===== src/rtl/ps2_keyboard_rx_if.sv =====
// PS/2 keyboard receiver bus: pin inputs plus decoded key/scan-code outputs.
`timescale 1ns/1ps
interface ps2_keyboard_rx_if;
    logic       ps2c;
    logic       ps2d;
    logic [4:0] keydown;
    logic [7:0] code;
    logic       extended;
    logic       released;
    logic       code_valid;
    logic       frame_err;

    // Board/top-level side: drives the pins, consumes decoded results
    modport master (
        output ps2c, ps2d,
        input  keydown, code, extended, released, code_valid, frame_err
    );

    // Receiver side
    modport slave (
        input  ps2c, ps2d,
        output keydown, code, extended, released, code_valid, frame_err
    );
endinterface


===== src/rtl/ps2_keyboard_rx.sv =====
// PS/2 keyboard device-to-host receiver: synchronizes and filters the pins,
// frames 11-bit packets, decodes scan-code set 2 make/break/extended codes
// and keeps a 5-bit held-key vector for player movement.
`timescale 1ns/1ps
module ps2_keyboard_rx #(
    parameter int FILTER_LEN  = 8,
    parameter int TIMEOUT_CYC = 20000
) (
    input logic          clk,
    input logic          rst,
    ps2_keyboard_rx_if.slave bus
);

    localparam int FW = $clog2(FILTER_LEN + 1);
    localparam int TW = $clog2(TIMEOUT_CYC + 1);
    localparam logic [FW-1:0] FL_LAST = FW'(FILTER_LEN - 1);
    localparam logic [TW-1:0] TO_LAST = TW'(TIMEOUT_CYC - 1);

    typedef enum logic [1:0] {S_IDLE, S_DATA, S_PARITY, S_STOP} state_t;

    logic [1:0]    r_c_sync;
    logic [1:0]    r_d_sync;
    logic          r_c_filt;
    logic          r_c_filt_d;
    logic [FW-1:0] r_fcnt;

    state_t        r_state;
    logic [2:0]    r_bitcnt;
    logic [TW-1:0] r_tcnt;
    logic          r_par_ok;
    logic [7:0]    r_byte;
    logic          r_ext;
    logic          r_brk;

    logic [4:0]    r_keydown;
    logic [7:0]    r_code;
    logic          r_extended;
    logic          r_released;
    logic          r_code_valid;
    logic          r_frame_err;

    logic          w_fall;
    logic          w_din;
    logic [4:0]    w_mask;

    // Key map: one-hot keydown bit for a scan code, honouring the E0 prefix
    function automatic logic [4:0] key_mask(input logic [7:0] b, input logic e);
        logic [4:0] m;
        m = '0;
        if (!e) begin
            case (b)
                8'h1D:   m = 5'b00001;
                8'h1B:   m = 5'b00010;
                8'h1C:   m = 5'b00100;
                8'h23:   m = 5'b01000;
                8'h29:   m = 5'b10000;
                default: m = '0;
            endcase
        end else begin
            case (b)
                8'h75:   m = 5'b00001;
                8'h72:   m = 5'b00010;
                8'h6B:   m = 5'b00100;
                8'h74:   m = 5'b01000;
                default: m = '0;
            endcase
        end
        return m;
    endfunction

    // The filtered clock's falling edge is acted on one cycle after the filter accepts it
    assign w_fall = r_c_filt_d & ~r_c_filt;
    assign w_din  = r_d_sync[1];
    assign w_mask = key_mask(r_byte, r_ext);

    // Two-flop synchronizers; idle-high so reset never fakes an edge
    always_ff @(posedge clk or negedge rst) begin
        if (!rst) begin
            r_c_sync <= 2'b11;
            r_d_sync <= 2'b11;
        end else begin
            r_c_sync <= {r_c_sync[0], bus.ps2c};
            r_d_sync <= {r_d_sync[0], bus.ps2d};
        end
    end

    // Glitch filter: follow the synchronized clock only after FILTER_LEN agreeing samples
    always_ff @(posedge clk or negedge rst) begin
        if (!rst) begin
            r_c_filt   <= 1'b1;
            r_c_filt_d <= 1'b1;
            r_fcnt     <= '0;
        end else begin
            r_c_filt_d <= r_c_filt;
            if (r_c_sync[1] != r_c_filt) begin
                if (r_fcnt == FL_LAST) begin
                    r_c_filt <= r_c_sync[1];
                    r_fcnt   <= '0;
                end else begin
                    r_fcnt <= r_fcnt + 1'b1;
                end
            end else begin
                r_fcnt <= '0;
            end
        end
    end

    // Data bits shift in LSB first; contents only matter once a full byte is framed
    always_ff @(posedge clk) begin
        if (w_fall && r_state == S_DATA)
            r_byte <= {w_din, r_byte[7:1]};
    end

    // Frame FSM with inter-edge timeout and scan-code decoder
    always_ff @(posedge clk or negedge rst) begin
        if (!rst) begin
            r_state      <= S_IDLE;
            r_bitcnt     <= '0;
            r_tcnt       <= '0;
            r_par_ok     <= 1'b0;
            r_ext        <= 1'b0;
            r_brk        <= 1'b0;
            r_keydown    <= '0;
            r_code       <= '0;
            r_extended   <= 1'b0;
            r_released   <= 1'b0;
            r_code_valid <= 1'b0;
            r_frame_err  <= 1'b0;
        end else begin
            r_code_valid <= 1'b0;
            r_frame_err  <= 1'b0;

            // Counts cycles since the accepted edge (which was one cycle ago)
            if (w_fall)
                r_tcnt <= TW'(1);
            else if (r_state == S_IDLE)
                r_tcnt <= '0;
            else
                r_tcnt <= r_tcnt + 1'b1;

            if (r_state != S_IDLE && !w_fall && r_tcnt == TO_LAST) begin
                r_state     <= S_IDLE;
                r_frame_err <= 1'b1;
                r_ext       <= 1'b0;
                r_brk       <= 1'b0;
            end else if (w_fall) begin
                case (r_state)
                    S_IDLE: begin
                        if (!w_din) begin
                            r_state  <= S_DATA;
                            r_bitcnt <= '0;
                        end
                    end
                    S_DATA: begin
                        r_bitcnt <= r_bitcnt + 3'd1;
                        if (r_bitcnt == 3'd7)
                            r_state <= S_PARITY;
                    end
                    S_PARITY: begin
                        r_par_ok <= ^{r_byte, w_din};
                        r_state  <= S_STOP;
                    end
                    S_STOP: begin
                        r_state <= S_IDLE;
                        if (r_par_ok && w_din) begin
                            if (r_byte == 8'hE0) begin
                                r_ext <= 1'b1;
                            end else if (r_byte == 8'hF0) begin
                                r_brk <= 1'b1;
                            end else begin
                                r_code       <= r_byte;
                                r_extended   <= r_ext;
                                r_released   <= r_brk;
                                r_code_valid <= 1'b1;
                                r_keydown    <= r_brk ? (r_keydown & ~w_mask)
                                                      : (r_keydown | w_mask);
                                r_ext        <= 1'b0;
                                r_brk        <= 1'b0;
                            end
                        end else begin
                            r_frame_err <= 1'b1;
                            r_ext       <= 1'b0;
                            r_brk       <= 1'b0;
                        end
                    end
                    default: r_state <= S_IDLE;
                endcase
            end
        end
    end

    assign bus.keydown    = r_keydown;
    assign bus.code       = r_code;
    assign bus.extended   = r_extended;
    assign bus.released   = r_released;
    assign bus.code_valid = r_code_valid;
    assign bus.frame_err  = r_frame_err;

endmodule


===== src/flat_wrapper.sv =====
// flat-port wrapper written by rule: the top's interface ports become plain ports
module ps2_keyboard_rx_flat 
#(
    parameter int FILTER_LEN  = 8,
    parameter int TIMEOUT_CYC = 20000
)
  (clk, rst, bus_ps2c, bus_ps2d, bus_keydown, bus_code, bus_extended, bus_released, bus_code_valid, bus_frame_err);
  ps2_keyboard_rx_if bus_i ();
  input logic clk;
  input logic rst;
  input wire logic [$bits(bus_i.ps2c)-1:0] bus_ps2c;
  input wire logic [$bits(bus_i.ps2d)-1:0] bus_ps2d;
  output wire logic [$bits(bus_i.keydown)-1:0] bus_keydown;
  output wire logic [$bits(bus_i.code)-1:0] bus_code;
  output wire logic [$bits(bus_i.extended)-1:0] bus_extended;
  output wire logic [$bits(bus_i.released)-1:0] bus_released;
  output wire logic [$bits(bus_i.code_valid)-1:0] bus_code_valid;
  output wire logic [$bits(bus_i.frame_err)-1:0] bus_frame_err;
  assign bus_i.ps2c = bus_ps2c;
  assign bus_i.ps2d = bus_ps2d;
  assign bus_keydown = bus_i.keydown;
  assign bus_code = bus_i.code;
  assign bus_extended = bus_i.extended;
  assign bus_released = bus_i.released;
  assign bus_code_valid = bus_i.code_valid;
  assign bus_frame_err = bus_i.frame_err;
  ps2_keyboard_rx #(.FILTER_LEN(FILTER_LEN), .TIMEOUT_CYC(TIMEOUT_CYC)) u_core (.clk(clk), .rst(rst), .bus(bus_i));
endmodule

===== config.mk =====
export PLATFORM = sky130hd
export DESIGN_NAME = ps2_keyboard_rx_flat
export DESIGN_NICKNAME = d
export VERILOG_FILES = /design/src/rtl/ps2_keyboard_rx_if.sv /design/src/rtl/ps2_keyboard_rx.sv /design/src/flat_wrapper.sv
export SDC_FILE = /design/constraint.sdc
export NUM_CORES = 1
export LEC_CHECK = 0
export ABC_AREA = 1
export CAP_MARGIN = 10
export CORE_AREA = 2 2 71 90
export CTS_CLUSTER_DIAMETER = 200
export DETAILED_ROUTE_END_ITERATION = 6
export DIE_AREA = 0 0 73 92
export DONT_BUFFER_PORTS = 1
export PLACE_DENSITY = 0.68
export SLEW_MARGIN = 30
export SYNTH_ARGS = -nofsm -noshare
export SYNTH_HDL_FRONTEND = slang
export SYNTH_SLANG_ARGS = --single-unit

===== constraint.sdc =====
create_clock -name clk -period 4.2 [get_ports clk]
set_input_delay 0.84 -clock clk [delete_from_list [all_inputs] [get_ports clk]]
set_output_delay 0.84 -clock clk [all_outputs]
set_load 0.02 [all_outputs]

==> flow_summary.json, run 1 <==
{
  "synth-seq-cells": 58,
  "grtUsageTotal_pct": 18.0,
  "ctsResizeCount": 0,
  "max_freq_mhz": 585,
  "drtAntennaViolNets": 0,
  "fin_skew_ns": 0.00703,
  "drive_above_1_share_pct": 10.5,
  "detail_route.first_pass.iterations": 4,
  "switching_share_pct": 29.7,
  "vias": 2198,
  "hp-class": "in -> async",
  "holdWs_ns": 0.198,
  "maxCapViolCount": 0,
  "multi_input_area_mm2": 0.00116,
  "period_needed_ns": 1.71,
  "seqPwrFrac_pct": 47.3,
  "netlist_instances": 342,
  "vdd_ir_drop_max_uv": 194,
  "synth_area_per_cell_um2": 8.39,
  "syn_area_mm2": 0.00287,
  "clock_path_buffers": 2,
  "cts_setup_buffers": 0,
  "wl_per_cell_um": 12.3,
  "clk_pin_slew_ns": 0.07,
  "grt_pass1_wl_um": 9200,
  "htree_levels": 3,
  "reg2reg_depth": 8,
  "final_hold_viol_count": 0,
  "numCtsBuffers": 9,
  "leakage_uw": 0.00151,
  "synth_top_area_share_pct": 38.4,
  "synth.yosys.warnings": 0,
  "clk_latency_ns": 0.33,
  "gp_congestion": 0.850,
  "fp.coreArea_mm2": 0.00597,
  "antenna_found_initial": 0,
  "ys.flop_type": "dfrtp_1",
  "synth_edf_count": 8,
  "drc": 0,
  "cp-end-kind": "flip-flop",
  "synth_area_leaders": "dfrtp_1 38%, nand2_1 13%, edfxtp_1 8.4%, dfstp_2 5.5%, o21ai_0 5.4%",
  "r2r_start": "u_core.r_c_filt_d$_DFF_PN1_",
  "tns_ns": 0,
  "post-route-period-util_pct": 40.7,
  "cts_root_buffer": "clkbuf_8",
  "cp-start-kind": "flip-flop",
  "rrSetupSlack_ns": 2.49,
  "num_rows": 32,
  "cp.required_ns": 4.45,
  "async_flop_share_pct": 86.2,
  "p_sw_uw": 433,
  "synth_fp_nets": 354,
  "synth_commonest_cells": "99 x nand2_1, 44 x dfrtp_1, 41 x inv_1",
  "combPwrFrac_pct": 16.9,
  "seqCellArea_mm2": 0.00150,
  "yosysTopAreaCell": "dfrtp_1",
  "setup_viol": 0,
  "grt_setup_unrepaired": "no",
  "initial_core_util_pct": 48.1,
  "critPathKind": "reg -> reg",
  "synth.most_common_cell": "nand2_1",
  "avgViaCountPerCell": 5.22,
  "grt_overflow_total": 0,
  "ys_seq_area_share_pct": 52.3,
  "syn2layout_area_growth_pct": 8.68,
  "intPower_uw": 1020,
  "dieArea_mm2": 0.00672,
  "grt_start_max_net_pins": 51,
  "cts_tree": "yes",
  "synth.distinct_cells": 32,
  "port_buffers": 0,
  "relSlewSlack_pct": 62.1,
  "cp_max_fo": 22,
  "status": "completed",
  "chipWidth_um": 73,
  "totalWireLength_um": 5170,
  "fin_nets": 360,
  "die_h_um": 92,
  "fill_cells": 543,
  "cts_sinks": 58,
  "cts_hold_buf": 0,
  "power_frac_clock_pct": 35.7,
  "tightest_slew_ns": 0.566,
  "grt_pass1_vias": 2152,
  "dp_hpwl_um": 3750,
  "maxSlewViolCount": 0,
  "ios": 21,
  "cp.arrival_ns": 1.96,
  "drt_iter0_drc": 111,
  "antenna_cells": 0,
  "power_density_mw_per_mm2": 468
}
-- per-layer routing --
layer	global-route usage [%]	vias up	wire, um
met4	8.33	0	112
li1	-	1117	-
met2	27.6	50	2530
met3	7.03	13	186
met5	0	-	0
met1	21.8	1018	2340
-- power groups by stage --
stage	clock network (uW)	registers, uW	logic, uW
finish	521	690	247
global route	561	699	296
CTS	534	690	249
detailed placement	0	700	248
global placement	0	697	241
floorplan	0	686	209
-- cells by family (layout without fill, tap and decap cells) --
kind of cell / after synthesis / after routing / synth area share (%)
and+or+nand+nor: 175 / 175 / 27.3
DFF: 58 / 58 / 52.3
buffers and inverters: 49 / 60 / 7.16
AOI/OAI and AO/OA: 48 / 48 / 8.55
adders and majority gates: 8 / 8 / 3.49
xor gates and xnor gates: 4 / 4 / 1.22
-- placed cells by master, fill, tap and decap left out, types with 4 or more instances in the layout --
master	instances
o21ai_0	31
a21oi_1	12
dfstp_2	6
nor2_2	4
edfxtp_1	8
nor2_1	26
dfrtp_1	44
nand4_1	7
inv_1	41
nor3_1	8
clkbuf_8	11
nand2_1	99
nand3_1	20
ha_1	8
-- layout make-up --
class                   count  share of cell area, %
well taps                  68                   2.73
flip-flops and latches     58                   48.1
inverters                  44                   5.30
clock inverters             5                   1.69
clock buffers              11                   4.86
multi-input cells         235                   37.3
-- worst max-delay path by stage --
stage | startpoint | to | cells after the start
after floorplan | u_core.r_state[1]$_DFFE_PN0P_ | u_core.r_byte[0]$_DFFE_PP_ | 4
after global placement | u_core.r_c_filt_d$_DFF_PN1_ | flip-flop | 9
after detailed placement | u_core.r_c_filt_d$_DFF_PN1_ | flip-flop | 9
after CTS | u_core.r_c_filt_d$_DFF_PN1_ | flip-flop | 8
after global routing | u_core.r_byte[3]$_DFFE_PP_ | flip-flop | 9
final | u_core.r_c_filt_d$_DFF_PN1_ | flip-flop | 8
-- state kept, by name (all words and copies together) (netlist names), 2 cells and up, named ones only --
register         count
u_core.r_tcnt       15
u_core.bus.code      8
u_core.r_byte        8
u_core.r_fcnt        4
u_core.r_bitcnt      3
u_core.r_c_sync      2
u_core.r_d_sync      2
u_core.r_state       2
-- through the flow --
step           total power, uW  cells  worst slack, ns  area (um^2)  utilization (%)
5_1_grt                   1560    421             2.29         3120             52.2
6_report                  1460    421             2.49         3120             52.2
4_1_cts                   1470    421             2.51         3120             52.2
2_1_floorplan              896    342             2.72         2870                -
3_3_place_gp               938    405             2.54         2910             48.8
3_5_place_dp               948    405             2.53         2910             48.8
-- worst max-delay path, stage by stage, from the launching register on --
cell and delay (ns):
dfstp_2 0.55, nand2_4 0.07, inv_2 0.07, nand2_1 0.11, nor2_1 0.13, nand2_2 0.22
a21oi_1 0.29, nand2_1 0.08, o21ai_0 0.08
No activity file was read; power rests on OpenSTA's default activity.
==> run 2, diff against run 1 <==
==> constraint.sdc (replaced) <==
create_clock -name clk -period 1.75 [get_ports clk]
set_input_delay 0.35 -clock clk [delete_from_list [all_inputs] [get_ports clk]]
set_output_delay 0.35 -clock clk [all_outputs]
set_load 0.02 [all_outputs]
==> run 2 against run 1 <==
  * Non-clock buffer count is 9 higher
  * Critical path depth stayed put
  * First-iteration DRC count is 25% higher
  * Core utilization is 1.0 points higher
  * Clock skew is 0.0063 ns higher
  * Register-to-register slack worse by 2.3 ns
  * Worst hold slack better by 0.15 ns
  * Final cell count is 2.1% higher
  * Combinational power grew to 2.8 times the previous value
  * Sequential share of layout area is 0.93 points lower
==> flow_summary.json, run 2 (synthesis results as in run 1) <==
{
  "ios": 21,
  "cp_slowest_cell": "edfxtp_1",
  "fin_nets": 369,
  "dieArea_mm2": 0.00672,
  "multi_input_area_mm2": 0.00117,
  "die_h_um": 92,
  "wl_met2_um": 2780,
  "mostFrequentLayoutCells": "98 x nand2_1, 44 x dfrtp_1, 40 x inv_1",
  "maxCapViolCount": 0,
  "grt_pass1_wl_um": 9290,
  "numCtsBuffers": 9,
  "grtUsageTotal_pct": 17.9,
  "grt_pass1_vias": 2184,
  "power_density_mw_per_mm2": 1070,
  "grt_start_max_net_pins": 51,
  "final_cells": 430,
  "status": "completed",
  "initial_core_util_pct": 48.1,
  "largest_reg_flops": 15,
  "crit_top_cell": "nand2_1",
  "met3_length_um": 143,
  "clk_pin_slew_ns": 0.08,
  "setup_viol": 0,
  "htree_levels": 3,
  "post-route-period-util_pct": 90.1,
  "max_freq_mhz": 634,
  "path_delay_family": "simple AND/OR/NAND/NOR gates",
  "crit_chain": "inv_1 -> nand2_1 -> nor3_1 -> nand2_1 -> o22ai_1 -> nand2_1 -> nand2_1 -> nand2_1",
  "totalWireLength_um": 5520,
  "cp_max_fo": 5,
  "detail_route.first_pass.iterations": 4,
  "antenna_cells": 0,
  "seqCellArea_mm2": 0.00150,
  "cp.arrival_ns": 1.80,
  "final_common_cell": "nand2_1",
  "vias": 2230,
  "drc": 0,
  "final_hold_viol_count": 0,
  "highest_layer": "met4",
  "cts_tree": "yes",
  "top_register": "u_core.r_tcnt",
  "utilization_pct": 53.3,
  "holdWs_ns": 0.349,
  "fill_cells": 559,
  "cts_sinks": 58,
  "gp_congestion": 0.862,
  "chipWidth_um": 73,
  "tightest_slew_ns": 0.372,
  "clock_path_buffers": 2,
  "relSlewSlack_pct": 74.9,
  "cp-end-kind": "flip-flop",
  "critPathKind": "reg -> reg",
  "cp.required_ns": 1.98,
  "hp-class": "reg -> reg",
  "maxSlewViolCount": 0,
  "fp.coreArea_mm2": 0.00597,
  "fin_skew_ns": 0.0133,
  "grt_overflow_total": 0,
  "leakage_uw": 0.00155,
  "port_buffers": 0,
  "avgViaCountPerCell": 5.19,
  "clk_latency_ns": 0.34,
  "rrSetupSlack_ns": 0.17,
  "place_inst": 409,
  "period_needed_ns": 1.58,
  "drt_iter0_drc": 139,
  "vdd_ir_drop_max_uv": 353,
  "drive_above_1_share_pct": 12.4,
  "cts_root_buffer": "clkbuf_8",
  "critPathMaxStageDelay_ns": 0.46,
  "antenna_found_initial": 0,
  "dp_hpwl_um": 3960,
  "syn2layout_area_growth_pct": 10.8,
  "drtAntennaViolNets": 0,
  "wl_met1_um": 2450,
  "wl_per_cell_um": 12.8,
  "cp-start-kind": "flip-flop",
  "num_rows": 32,
  "crit_buf_inv": 1
}
run 2: what timing repair did:
item | in CTS | in global routing
hold endpoints to repair | 51 | 1
setup endpoints to repair | 0 | 9
buffers inserted | 0 | 1
hold buffers | 3 | 1
gates resized for setup | 0 | 3
run 2: final cells by class:
type                    count  share of cell area (%)
inverters                  44                    5.20
clock inverters             7                    1.38
well taps                  68                    2.68
flip-flops and latches     58                    47.2
clock buffers               9                    3.90
repair buffers              9                    2.99
multi-input cells         235                    36.7
run 2: per-layer routing:
layer | GRT usage, % | vias to the layer above
li1 | - | 1133
met1 | 20.2 | 1044
met2 | 30.9 | 41
met3 | 4.84 | 12
met4 | 7.72 | 0
met5 | 0 | -
run 2: per-stage QoR:
step	setup slack [ns]	TNS, ns	area, um^2	total power (uW)
after global placement	0.176	0	2940	2270
after global routing	-0.00243	-0.00243	3180	3630
after floorplan	0.273	0	2870	2150
after detailed placement	0.122	0	2940	2290
final	0.173	0	3180	3400
after CTS	0.0942	0	3160	3410
run 2: path summary, 6_finish.rpt:
kind | cells after the start | endpoint | from
max | 8 | flip-flop | u_core.r_byte[7]$_DFFE_PP_
min | 0 | u_core.r_c_sync[1]$_DFF_PN1_ | u_core.r_c_sync[0]$_DFF_PN1_
max reg2reg | 8 | flip-flop | u_core.r_byte[7]$_DFFE_PP_
min reg2reg | 0 | u_core.r_c_sync[1]$_DFF_PN1_ | u_core.r_c_sync[0]$_DFF_PN1_
max in group asynchronous | 2 | u_core.r_d_sync[0]$_DFF_PN1_ | rst
min in group asynchronous | 2 | u_core.r_tcnt[12]$_DFF_PN0_ | rst
run 2: worst reg2reg max path: cells and delay by family (launching register included):
family / cells / cell delay [ns]
buffers and inverters: 1 / 0.16
and+or+nand+nor: 6 / 0.62
DFF: 1 / 0.46
AOI/OAI and AO/OA: 1 / 0.22
run 2: where the power goes:
part | internal (uW) | switching (uW)
logic | 238 | 442
clock network | 508 | 563
registers | 1530 | 124
==> run 3, diff against run 2 <==
--- a/config.mk
+++ b/config.mk
@@ -6,7 +6,6 @@
 export NUM_CORES = 1
 export LEC_CHECK = 0
 export ABC_AREA = 1
-export CAP_MARGIN = 10
 export CORE_AREA = 2 2 71 90
 export CTS_CLUSTER_DIAMETER = 200
 export DETAILED_ROUTE_END_ITERATION = 6
==> results of run 3 <==
No change in the layout: final DEF, timing and power equal those of run 2.
